==> src/rtl/alu_arbiter_if.sv <==
// Request/response bus of alu_arbiter: two requester channels, one response
// channel and the per-requester completion counters.
interface alu_arbiter_if;
    logic        req0_valid;
    logic        req0_ready;
    logic [3:0]  req0_op;
    logic [31:0] req0_a;
    logic [31:0] req0_b;
    logic        req1_valid;
    logic        req1_ready;
    logic [3:0]  req1_op;
    logic [31:0] req1_a;
    logic [31:0] req1_b;
    logic        rsp_valid;
    logic        rsp_ready;
    logic        rsp_id;
    logic [31:0] rsp_y;
    logic        rsp_zero;
    logic        rsp_err;
    logic [15:0] cnt0;
    logic [15:0] cnt1;

    modport master (
        output req0_valid, req0_op, req0_a, req0_b,
        output req1_valid, req1_op, req1_a, req1_b,
        output rsp_ready,
        input  req0_ready, req1_ready,
        input  rsp_valid, rsp_id, rsp_y, rsp_zero, rsp_err, cnt0, cnt1
    );

    modport slave (
        input  req0_valid, req0_op, req0_a, req0_b,
        input  req1_valid, req1_op, req1_a, req1_b,
        input  rsp_ready,
        output req0_ready, req1_ready,
        output rsp_valid, rsp_id, rsp_y, rsp_zero, rsp_err, cnt0, cnt1
    );
endinterface

==> src/rtl/alu_arbiter.sv <==
// Two requesters share one combinational ALU through an IDLE -> EXEC -> RESP
// handshake FSM with round-robin or fixed-priority grant.
module alu #(
    parameter int DATA_W = 32
) (
    input  logic signed [DATA_W-1:0] A,
    input  logic signed [DATA_W-1:0] B,
    input  logic        [3:0]        ALUCtrl,
    output logic signed [DATA_W-1:0] Y,
    output logic                     ZERO
);
    always_comb begin
        Y = '0;
        case (ALUCtrl)
            4'b0000: Y = A & B;
            4'b0001: Y = A | B;
            4'b0010: Y = A + B;
            4'b0110: Y = A - B;
            4'b0111: Y = {{(DATA_W-1){1'b0}}, (A < B)};
            default: Y = '0;
        endcase
    end

    assign ZERO = (Y == '0);
endmodule

module alu_arbiter #(
    parameter bit RR_EN = 1'b1
) (
    input  logic          clk,
    input  logic          rst,
    alu_arbiter_if.slave  bus
);
    localparam int DATA_W = 32;
    localparam int CNT_W  = 16;

    typedef enum logic [1:0] {IDLE, EXEC, RESP} state_t;

    state_t state;
    state_t state_nxt;

    logic        last_gnt;
    logic        gnt0;
    logic        gnt1;
    logic        accept;
    logic        rsp_hs;

    logic [3:0]               op_p0;
    logic signed [DATA_W-1:0] a_p0;
    logic signed [DATA_W-1:0] b_p0;
    logic                     id_p0;

    logic signed [DATA_W-1:0] alu_y;
    logic                     alu_zero;

    logic signed [DATA_W-1:0] y_p1;
    logic                     zero_p1;
    logic                     err_p1;
    logic                     id_p1;

    logic [CNT_W-1:0] cnt0;
    logic [CNT_W-1:0] cnt1;

    function automatic logic op_legal(input logic [3:0] op);
        case (op)
            4'b0000, 4'b0001, 4'b0010, 4'b0110, 4'b0111: op_legal = 1'b1;
            default:                                     op_legal = 1'b0;
        endcase
    endfunction

    // A tie goes to whichever requester did not win last time (round-robin only).
    always_comb begin
        gnt0 = 1'b0;
        gnt1 = 1'b0;
        if (bus.req0_valid && bus.req1_valid) begin
            if (RR_EN && !last_gnt) gnt1 = 1'b1;
            else                    gnt0 = 1'b1;
        end else begin
            gnt0 = bus.req0_valid;
            gnt1 = bus.req1_valid;
        end
    end

    assign bus.req0_ready = (state == IDLE) && !rst && gnt0;
    assign bus.req1_ready = (state == IDLE) && !rst && gnt1;
    assign accept = (bus.req0_valid && bus.req0_ready) ||
                    (bus.req1_valid && bus.req1_ready);
    assign rsp_hs = (state == RESP) && bus.rsp_ready;

    always_comb begin
        state_nxt = state;
        case (state)
            IDLE:    if (accept) state_nxt = EXEC;
            EXEC:    state_nxt = RESP;
            RESP:    if (bus.rsp_ready) state_nxt = IDLE;
            default: state_nxt = IDLE;
        endcase
    end

    always_ff @(posedge clk or posedge rst) begin
        if (rst) state <= IDLE;
        else     state <= state_nxt;
    end

    // Stage p0: capture the granted request; the ALU sees only these registers.
    always_ff @(posedge clk) begin
        if (accept) begin
            op_p0 <= bus.req1_ready ? bus.req1_op : bus.req0_op;
            a_p0  <= bus.req1_ready ? bus.req1_a  : bus.req0_a;
            b_p0  <= bus.req1_ready ? bus.req1_b  : bus.req0_b;
            id_p0 <= bus.req1_ready;
        end
    end

    alu #(.DATA_W(DATA_W)) u_alu (
        .A       (a_p0),
        .B       (b_p0),
        .ALUCtrl (op_p0),
        .Y       (alu_y),
        .ZERO    (alu_zero)
    );

    // Stage p1: register the ALU result at the end of EXEC and hold it through RESP.
    always_ff @(posedge clk or posedge rst) begin
        if (rst) begin
            last_gnt <= 1'b1;
            y_p1     <= '0;
            zero_p1  <= 1'b0;
            err_p1   <= 1'b0;
            id_p1    <= 1'b0;
            cnt0     <= '0;
            cnt1     <= '0;
        end else begin
            if (accept) last_gnt <= bus.req1_ready;
            if (state == EXEC) begin
                y_p1    <= op_legal(op_p0) ? alu_y : '0;
                zero_p1 <= op_legal(op_p0) ? alu_zero : 1'b1;
                err_p1  <= !op_legal(op_p0);
                id_p1   <= id_p0;
            end
            if (rsp_hs) begin
                if (id_p1) cnt1 <= cnt1 + 1'b1;
                else       cnt0 <= cnt0 + 1'b1;
            end
        end
    end

    assign bus.rsp_valid = (state == RESP);
    assign bus.rsp_id    = id_p1;
    assign bus.rsp_y     = y_p1;
    assign bus.rsp_zero  = zero_p1;
    assign bus.rsp_err   = err_p1;
    assign bus.cnt0      = cnt0;
    assign bus.cnt1      = cnt1;
endmodule
==> src/flat_wrapper.sv <==
// flat-port wrapper written by rule: the top's interface ports become plain ports
module alu_arbiter_flat 
#(
    parameter bit RR_EN = 1'b1
)
  (clk, rst, bus_req0_valid, bus_req0_op, bus_req0_a, bus_req0_b, bus_req1_valid, bus_req1_op, bus_req1_a, bus_req1_b, bus_rsp_ready, bus_req0_ready, bus_req1_ready, bus_rsp_valid, bus_rsp_id, bus_rsp_y, bus_rsp_zero, bus_rsp_err, bus_cnt0, bus_cnt1);
  alu_arbiter_if bus_i ();
  input  logic clk;
  input  logic rst;
  input wire logic [$bits(bus_i.req0_valid)-1:0] bus_req0_valid;
  input wire logic [$bits(bus_i.req0_op)-1:0] bus_req0_op;
  input wire logic [$bits(bus_i.req0_a)-1:0] bus_req0_a;
  input wire logic [$bits(bus_i.req0_b)-1:0] bus_req0_b;
  input wire logic [$bits(bus_i.req1_valid)-1:0] bus_req1_valid;
  input wire logic [$bits(bus_i.req1_op)-1:0] bus_req1_op;
  input wire logic [$bits(bus_i.req1_a)-1:0] bus_req1_a;
  input wire logic [$bits(bus_i.req1_b)-1:0] bus_req1_b;
  input wire logic [$bits(bus_i.rsp_ready)-1:0] bus_rsp_ready;
  output wire logic [$bits(bus_i.req0_ready)-1:0] bus_req0_ready;
  output wire logic [$bits(bus_i.req1_ready)-1:0] bus_req1_ready;
  output wire logic [$bits(bus_i.rsp_valid)-1:0] bus_rsp_valid;
  output wire logic [$bits(bus_i.rsp_id)-1:0] bus_rsp_id;
  output wire logic [$bits(bus_i.rsp_y)-1:0] bus_rsp_y;
  output wire logic [$bits(bus_i.rsp_zero)-1:0] bus_rsp_zero;
  output wire logic [$bits(bus_i.rsp_err)-1:0] bus_rsp_err;
  output wire logic [$bits(bus_i.cnt0)-1:0] bus_cnt0;
  output wire logic [$bits(bus_i.cnt1)-1:0] bus_cnt1;
  assign bus_i.req0_valid = bus_req0_valid;
  assign bus_i.req0_op = bus_req0_op;
  assign bus_i.req0_a = bus_req0_a;
  assign bus_i.req0_b = bus_req0_b;
  assign bus_i.req1_valid = bus_req1_valid;
  assign bus_i.req1_op = bus_req1_op;
  assign bus_i.req1_a = bus_req1_a;
  assign bus_i.req1_b = bus_req1_b;
  assign bus_i.rsp_ready = bus_rsp_ready;
  assign bus_req0_ready = bus_i.req0_ready;
  assign bus_req1_ready = bus_i.req1_ready;
  assign bus_rsp_valid = bus_i.rsp_valid;
  assign bus_rsp_id = bus_i.rsp_id;
  assign bus_rsp_y = bus_i.rsp_y;
  assign bus_rsp_zero = bus_i.rsp_zero;
  assign bus_rsp_err = bus_i.rsp_err;
  assign bus_cnt0 = bus_i.cnt0;
  assign bus_cnt1 = bus_i.cnt1;
  alu_arbiter #(.RR_EN(RR_EN)) u_core (.clk(clk), .rst(rst), .bus(bus_i));
endmodule
==> config.mk <==
export PLATFORM = sky130hd
export DESIGN_NAME = alu_arbiter_flat
export DESIGN_NICKNAME = d
export VERILOG_FILES = /design/src/rtl/alu_arbiter_if.sv /design/src/rtl/alu_arbiter.sv /design/src/flat_wrapper.sv
export SDC_FILE = /design/constraint.sdc
export NUM_CORES = 1
export LEC_CHECK = 0
export CORE_MARGIN = 2
export CORE_UTILIZATION = 40
export CTS_CLUSTER_DIAMETER = 60
export DETAILED_ROUTE_END_ITERATION = 12
export GPL_TIMING_DRIVEN = 0
export PLACE_DENSITY = 0.74
export SLEW_MARGIN = 20
export SYNTH_ARGS = -nofsm -noshare
export SYNTH_HDL_FRONTEND = slang
export SYNTH_SLANG_ARGS = --single-unit
==> constraint.sdc <==
create_clock -name clk -period 9.15 [get_ports clk]
set_input_delay 2.2875 -clock clk [delete_from_list [all_inputs] [get_ports clk]]
set_output_delay 2.2875 -clock clk [all_outputs]
set_load 0.01 [all_outputs]
=== Yosys cells after proc, flatten, opt, wreduce, memory -nomap -nowiden ===
Cells that the tools add are included.

* Bits in writable memories: 0
* Input port bits: 141
* ROM bits: 0
* Bits in latches: 0
* Bits in registers: 139
* Logic and storage cells: 60
* Output and inout bits: 70
* Memories kept: 0

* Divide/modulo/power cells: 0
* $mul: 0
* Bitwise operators: 3
* Equal/unequal tests: 8
* Magnitude comparators: 1
* Shift operators: 0
* Add/sub/neg operators: 4
* Reductions and logical operators: 17
* Muxes and demuxes: 15

{| class="wikitable"
|+ Operator list
! kind !! number
|-
| case mux 32 bit (5 select lines) || 1
|-
| two-way mux 32 bit || 3
|-
| adder 16 x 1 -> 16 bit, second input constant || 2
|-
| adder 32 bit || 1
|-
| AND 32 bit || 1
|-
| logical NOT 32 bit || 1
|-
| < comparator 32 bit || 1
|-
| bitwise OR 32 bit || 1
|-
| subtractor 32 bit || 1
|-
| equality test 4 x 3 -> 1 bit, second input constant || 2
|-
| logical AND 1 bit || 7
|-
| two-way mux 1 bit || 7
|-
| case mux 2 bit (3 select lines) || 1
|-
| AND reduction 2 bit || 3
|-
| OR reduction 5 bit || 1
|-
| equality test 4 x 1 -> 1 bit, second input constant || 1
|-
| equality test 4 x 2 -> 1 bit, second input constant || 1
|-
| logical NOT 4 bit || 1
|-
| two-way mux 2 bit || 2
|-
| two-way mux 4 bit || 1
|-
| equality test 2 x 1 -> 1 bit, second input constant || 1
|-
| equality test 2 bit, second input constant || 1
|-
| logical NOT 1 bit || 2
|-
| logical NOT 2 bit || 1
|-
| other kinds (4) || 4
|}

=== Longest topological paths before layout ===
* Word-level depth: 7
* Gate-level depth with buffers: 15
* Mapped depth without buffers: 15

=== Hierarchy ===
From an unflattened synthesis, not the netlist that was laid out.

* Cells, all modules: 1180
* Area, all modules: 11010.6 µm²

{| class="wikitable"
|+ Modules (own cells, without submodules)
! module !! area each (µm²) !! times used !! seq. area each (µm²) !! cells each
|-
| alu_arbiter || 5708.0 || 1 || 3824.9 || 365
|-
| alu || 5302.6 || 1 || 0.0 || 815
|}

=== Worst setup path before layout ===
OpenSTA, ideal clock, no wires.

* Path type: input to output
* Start point: in rst
* End point: out bus_req1_ready
* Stages on the path: 4
* Data arrival time: 3.241 ns
* Path slack: 3.621 ns
* Path through: nor3_1 nand3_1 inv_2 clkbuf_1

* Cells in the longest elaborated chain, start to end: 3

{| class="wikitable"
|+ Ends and longest elaborated chain
! what !! line !! RTL
|-
| from (decl) || flat_wrapper.sv:9 || <nowiki>input logic rst;</nowiki>
|-
| logical NOT 1 bit || alu_arbiter.sv:85 || <nowiki>assign bus.req1_ready = (state == IDLE) && !rst && gnt1;</nowiki>
|-
| logical AND 1 bit (2 in series) || alu_arbiter.sv:85 ||
|-
| to (decl) || flat_wrapper.sv:20 || <nowiki>output wire logic [$bits(bus_i.req1_ready)-1:0] bus_req1_ready;</nowiki>
|}

No other way between the ends.

=== Worst setup path in the final report ===
Same ends and word-level chain as after synthesis.

==> summary.txt <==
Run status
  • Outcome: complete, no violations

Detailed routing
  • Drt first-iter violations: 1252
  • Detail-routed via count per cell: 5.62
  • Vias after detailed routing: 11300
  • Detail Route Antenna Nets: 0
  • Detailed-route wire length per cell: 19.5 microns
  • Remaining design rule violation count: 0
  • DRT Wirelength: 39300 microns
  • Router iterations before antenna repair: 5

Global routing
  • Number of antenna violations at the first check in global routing: 0
  • Global-route congestion overflow total: 0
  • Global-route wire length before repair: 61300 microns
  • Number of global-route vias before repair: 10900
  • Global Route Usage Sum: 25.9%
  • Pin count of the biggest net entering global routing: 44

Placed design
  • Routability congestion estimate from global placement: 1.05
  • Number of buffers inserted by port buffering: 210
  • Final HPWL from detailed placement: 31500 microns
  • Post-Place Worst Slack: 1.46 ns
  • Post-Place Cells: 1980
  • Instance area after placement: 14000 sq um

Finish
  • Final Non-Filler Cells: 2012
  • Share of layout cells above drive strength 1: 5.63%
  • Post-route cell area: 14600 sq um
  • Fin nets: 1865
  • Final Core Density: 52.4%
  • Number of antenna diodes: 0
  • Area overhead of the layout relative to synthesis: 28.3%

Clock network
  • Num CTS Buffers: 17
  • Clk Tree Root Cell: sky130_fd_sc_hd__clkbuf_16
  • Post-CTS Setup Repair Bufs: 0
  • Clock-pin slew of the registers on the worst-case setup and hold paths: 0.07 ns
  • Hold_buf cts: 0
  • H-tree depth: 4
  • Total clock sinks: 139
  • Clk Latency, worst-skew pair: 0.43 ns
  • Longest Clk Path Bufs: 2
  • Clock tree from TritonCTS: done
  • Post-cts repair resize count: 0

Timing
  • Top achievable clock speed: 128 MHz
  • Slew at the pin closest to its max-slew limit: 1.03 ns
  • Ratio of final minimum period to clock period: 85.2%
  • Period minus WS final: 7.79 ns
  • Final Max Slew Viols: 0
  • Fin worst setup slack: 1.36 ns
  • Total of endpoints with negative setup slack in the final report: 0
  • Worst hold-check slack: 0.469 ns
  • Unrepaired setup endpoints after global routing: false
  • Clock Skews: 0.0134 ns
  • Final hold viol count: 0
  • Slew HR: 31.1%
  • Total Negative Setup Slacks: 0 ns

Critical path
  • Worst endpoint data arrival time: 5.51 ns
  • Most common cell on crit path: sky130_fd_sc_hd__clkdlybuf4s50_1
  • Worst setup path category: primary input to output port
  • Largest fanout of any net on the critical path: 11
  • Crit Reg-Reg Startpoint: u_core.op_p0[3]
  • FF-to-FF End: u_core.bus.rsp_zero
  • Register-to-Register Path Depth: 12
  • Sequence of cells on the critical path: clkdlybuf4s50_1 > nor3_1 > nand3_1 > inv_2 > clkbuf_1 > clkdlybuf4s50_1
  • Type of element capturing the critical path: output port
  • Highest cell delay on the worst timing path: 0.80 ns
  • Reg2Reg Setup Slack: 4.78 ns
  • Required arrival time at the worst endpoint: 6.86 ns
  • Sort of element at the start of the critical path: primary input
  • Slowest stage cell on the critical path: sky130_fd_sc_hd__nor3_1

Synth
  • Post-synthesis sequential area ratio: 33.5%
  • Syn Inst Count: 1390
  • Number of distinct library cell variants in the gate-level netlist after synthesis: 90
  • Post-synthesis register bit count: 139
  • Share of flip-flops with an asynchronous set or reset after synthesis: 50.4%
  • Post-Syn Area per Cell: 8.20 sq um
  • Nets in the synthesized netlist: 1634
  • EDFF count, synth: 69
  • Total number of yosys warnings: 0
  • Cell area after synthesis: 11400 sq um
  • Most instantiated flip-flop cell in the synthesis netlist: sky130_fd_sc_hd__edfxtp_1

Floorplanning
  • Vert. Die Dim: 173 microns
  • Total I/O pin count: 211
  • Number of placement rows: 61
  • Die width: 173 microns
  • Die area: 29900 sq um
  • Floorplan Core Area: 27900 sq um
  • Initial core utilization: 40.8%

Pwr
  • Pwr Density: 252 nW/um^2
  • Static Leakage: 6.40 nW
  • Clock group share of total power: 19.3%
  • Total power: 3.68 mW
  • Total internal power: 1.97 mW
  • Switch Pwr: 1.71 mW
  • Switching Fraction: 46.5%
  • Logic pwr share: 54.5%
  • Share of total power in sequential cells: 26.2%
  • Peak supply drop: 0.000133 V

Worst hold path
  • Origin of the worst min-delay path: u_core.id_p0
  • End point of the most critical hold path: u_core.bus.rsp_id
  • Hold Path Stages: 2
  • Worst hold path type: flop to flop

Run
  • Count of max-cap constraint violations: 0
==> state kept, by name, summed over array words and instances, names as in the netlist, 2 cells and up <==
| signal | flops |
|---|---|
| u_core.a_p0 | 32 |
| u_core.b_p0 | 32 |
| u_core.bus.rsp_y | 32 |
| u_core.bus.cnt0 | 16 |
| u_core.bus.cnt1 | 16 |
| u_core.op_p0 | 4 |
| u_core.state | 2 |
==> cell type report <==
type                            count  area (sq um)
Timing Repair Buffer              212          2140
Multi-Input combinational cell   1055          6820
Fill cell                        2681         13300
Clock buffer                       17           425
Sequential cell                   139          3820
Tap cell                          378           473
Inverter                          128           483
Clock inverter                     15           178
Buffer                             68           283
==> power groups by stage <==
stage,Combinational (mW),Clock (mW),Sequential (mW)
3_5_place_dp,1.95,0,0.975
2_1_floorplan,1.22,0,0.969
4_1_cts,1.96,0.717,0.962
5_1_grt,2.17,0.744,0.982
3_3_place_gp,1.93,0,0.969
6_report,2.01,0.711,0.962
==> kinds of logic (layout without fill, tap and decap cells) <==
| kind of cell | after synthesis | in the layout | share of synthesized area (%) |
|---|---|---|---|
| flip-flops | 139 | 139 | 33.5 |
| multiplexers | 33 | 33 | 2.95 |
| XOR/XNOR | 40 | 40 | 3.07 |
| AND/OR/NAND/NOR | 546 | 546 | 21.5 |
| AO/OA/AOI/OAI | 333 | 333 | 20.8 |
| buffers and inverters | 196 | 440 | 6.69 |
| adder cells (fa/ha/maj) | 103 | 103 | 11.4 |
==> layer usage <==
metal	vias up	GRT usage (%)	part of all wire [%]
li1	5346	-	-
met4	0	6.67	1.8
met3	50	4.13	8.3
met1	5392	37.5	46
met2	527	40.3	44
met5	-	0	0
==> worst max path at each step <==
stage	startpoint	endpoint	slack (ns)	cells after the start
after CTS	rst	bus_req1_ready	1.45	6
after detailed placement	rst	bus_req1_ready	1.46	6
after global routing	rst	bus_req1_ready	1.28	6
after floorplan	rst	bus_req1_ready	3.62	4
final	rst	bus_req1_ready	1.36	6
after global placement	rst	bus_req1_ready	1.61	6
==> synth_stat cells, types with 15 or more instances <==
master                     count  area share (%)
sky130_fd_sc_hd__nand2_1     314              10
sky130_fd_sc_hd__nand4_1      15            0.82
sky130_fd_sc_hd__inv_1       125             4.1
sky130_fd_sc_hd__o21ai_0      58             2.5
sky130_fd_sc_hd__nand3_1      19            0.83
sky130_fd_sc_hd__clkbuf_1     49             1.6
sky130_fd_sc_hd__nor2b_1      21             1.2
sky130_fd_sc_hd__nor2_1       77             2.5
sky130_fd_sc_hd__buf_2        16            0.70
sky130_fd_sc_hd__xnor2_1      30             2.3
sky130_fd_sc_hd__a21oi_1      76             3.3
sky130_fd_sc_hd__edfxtp_1     69              18
sky130_fd_sc_hd__nor3_1       31             1.4
sky130_fd_sc_hd__mux2i_1      28             2.5
sky130_fd_sc_hd__a22o_1       19             1.5
sky130_fd_sc_hd__dfrtp_1      69              15
sky130_fd_sc_hd__ha_1        101              11
==> placed cells by master, fill, tap and decap left out, types with 21 or more instances in the layout <==
master and instances:
sky130_fd_sc_hd__a21oi_1 76, sky130_fd_sc_hd__clkbuf_1 49, sky130_fd_sc_hd__clkdlybuf4s50_1 210, sky130_fd_sc_hd__dfrtp_1 69
sky130_fd_sc_hd__edfxtp_1 69, sky130_fd_sc_hd__ha_1 101, sky130_fd_sc_hd__inv_1 124, sky130_fd_sc_hd__mux2i_1 28
sky130_fd_sc_hd__nand2_1 314, sky130_fd_sc_hd__nor2_1 77, sky130_fd_sc_hd__nor2b_1 21, sky130_fd_sc_hd__nor3_1 31
sky130_fd_sc_hd__o21ai_0 58, sky130_fd_sc_hd__xnor2_1 30
==> critical path, delay by kind of cell <==
family,cells,cell delay [ns]
and+or+nand+nor,2,1.23
buffers and inverters,4,1.97
Power figures use the tool's default switching activity.
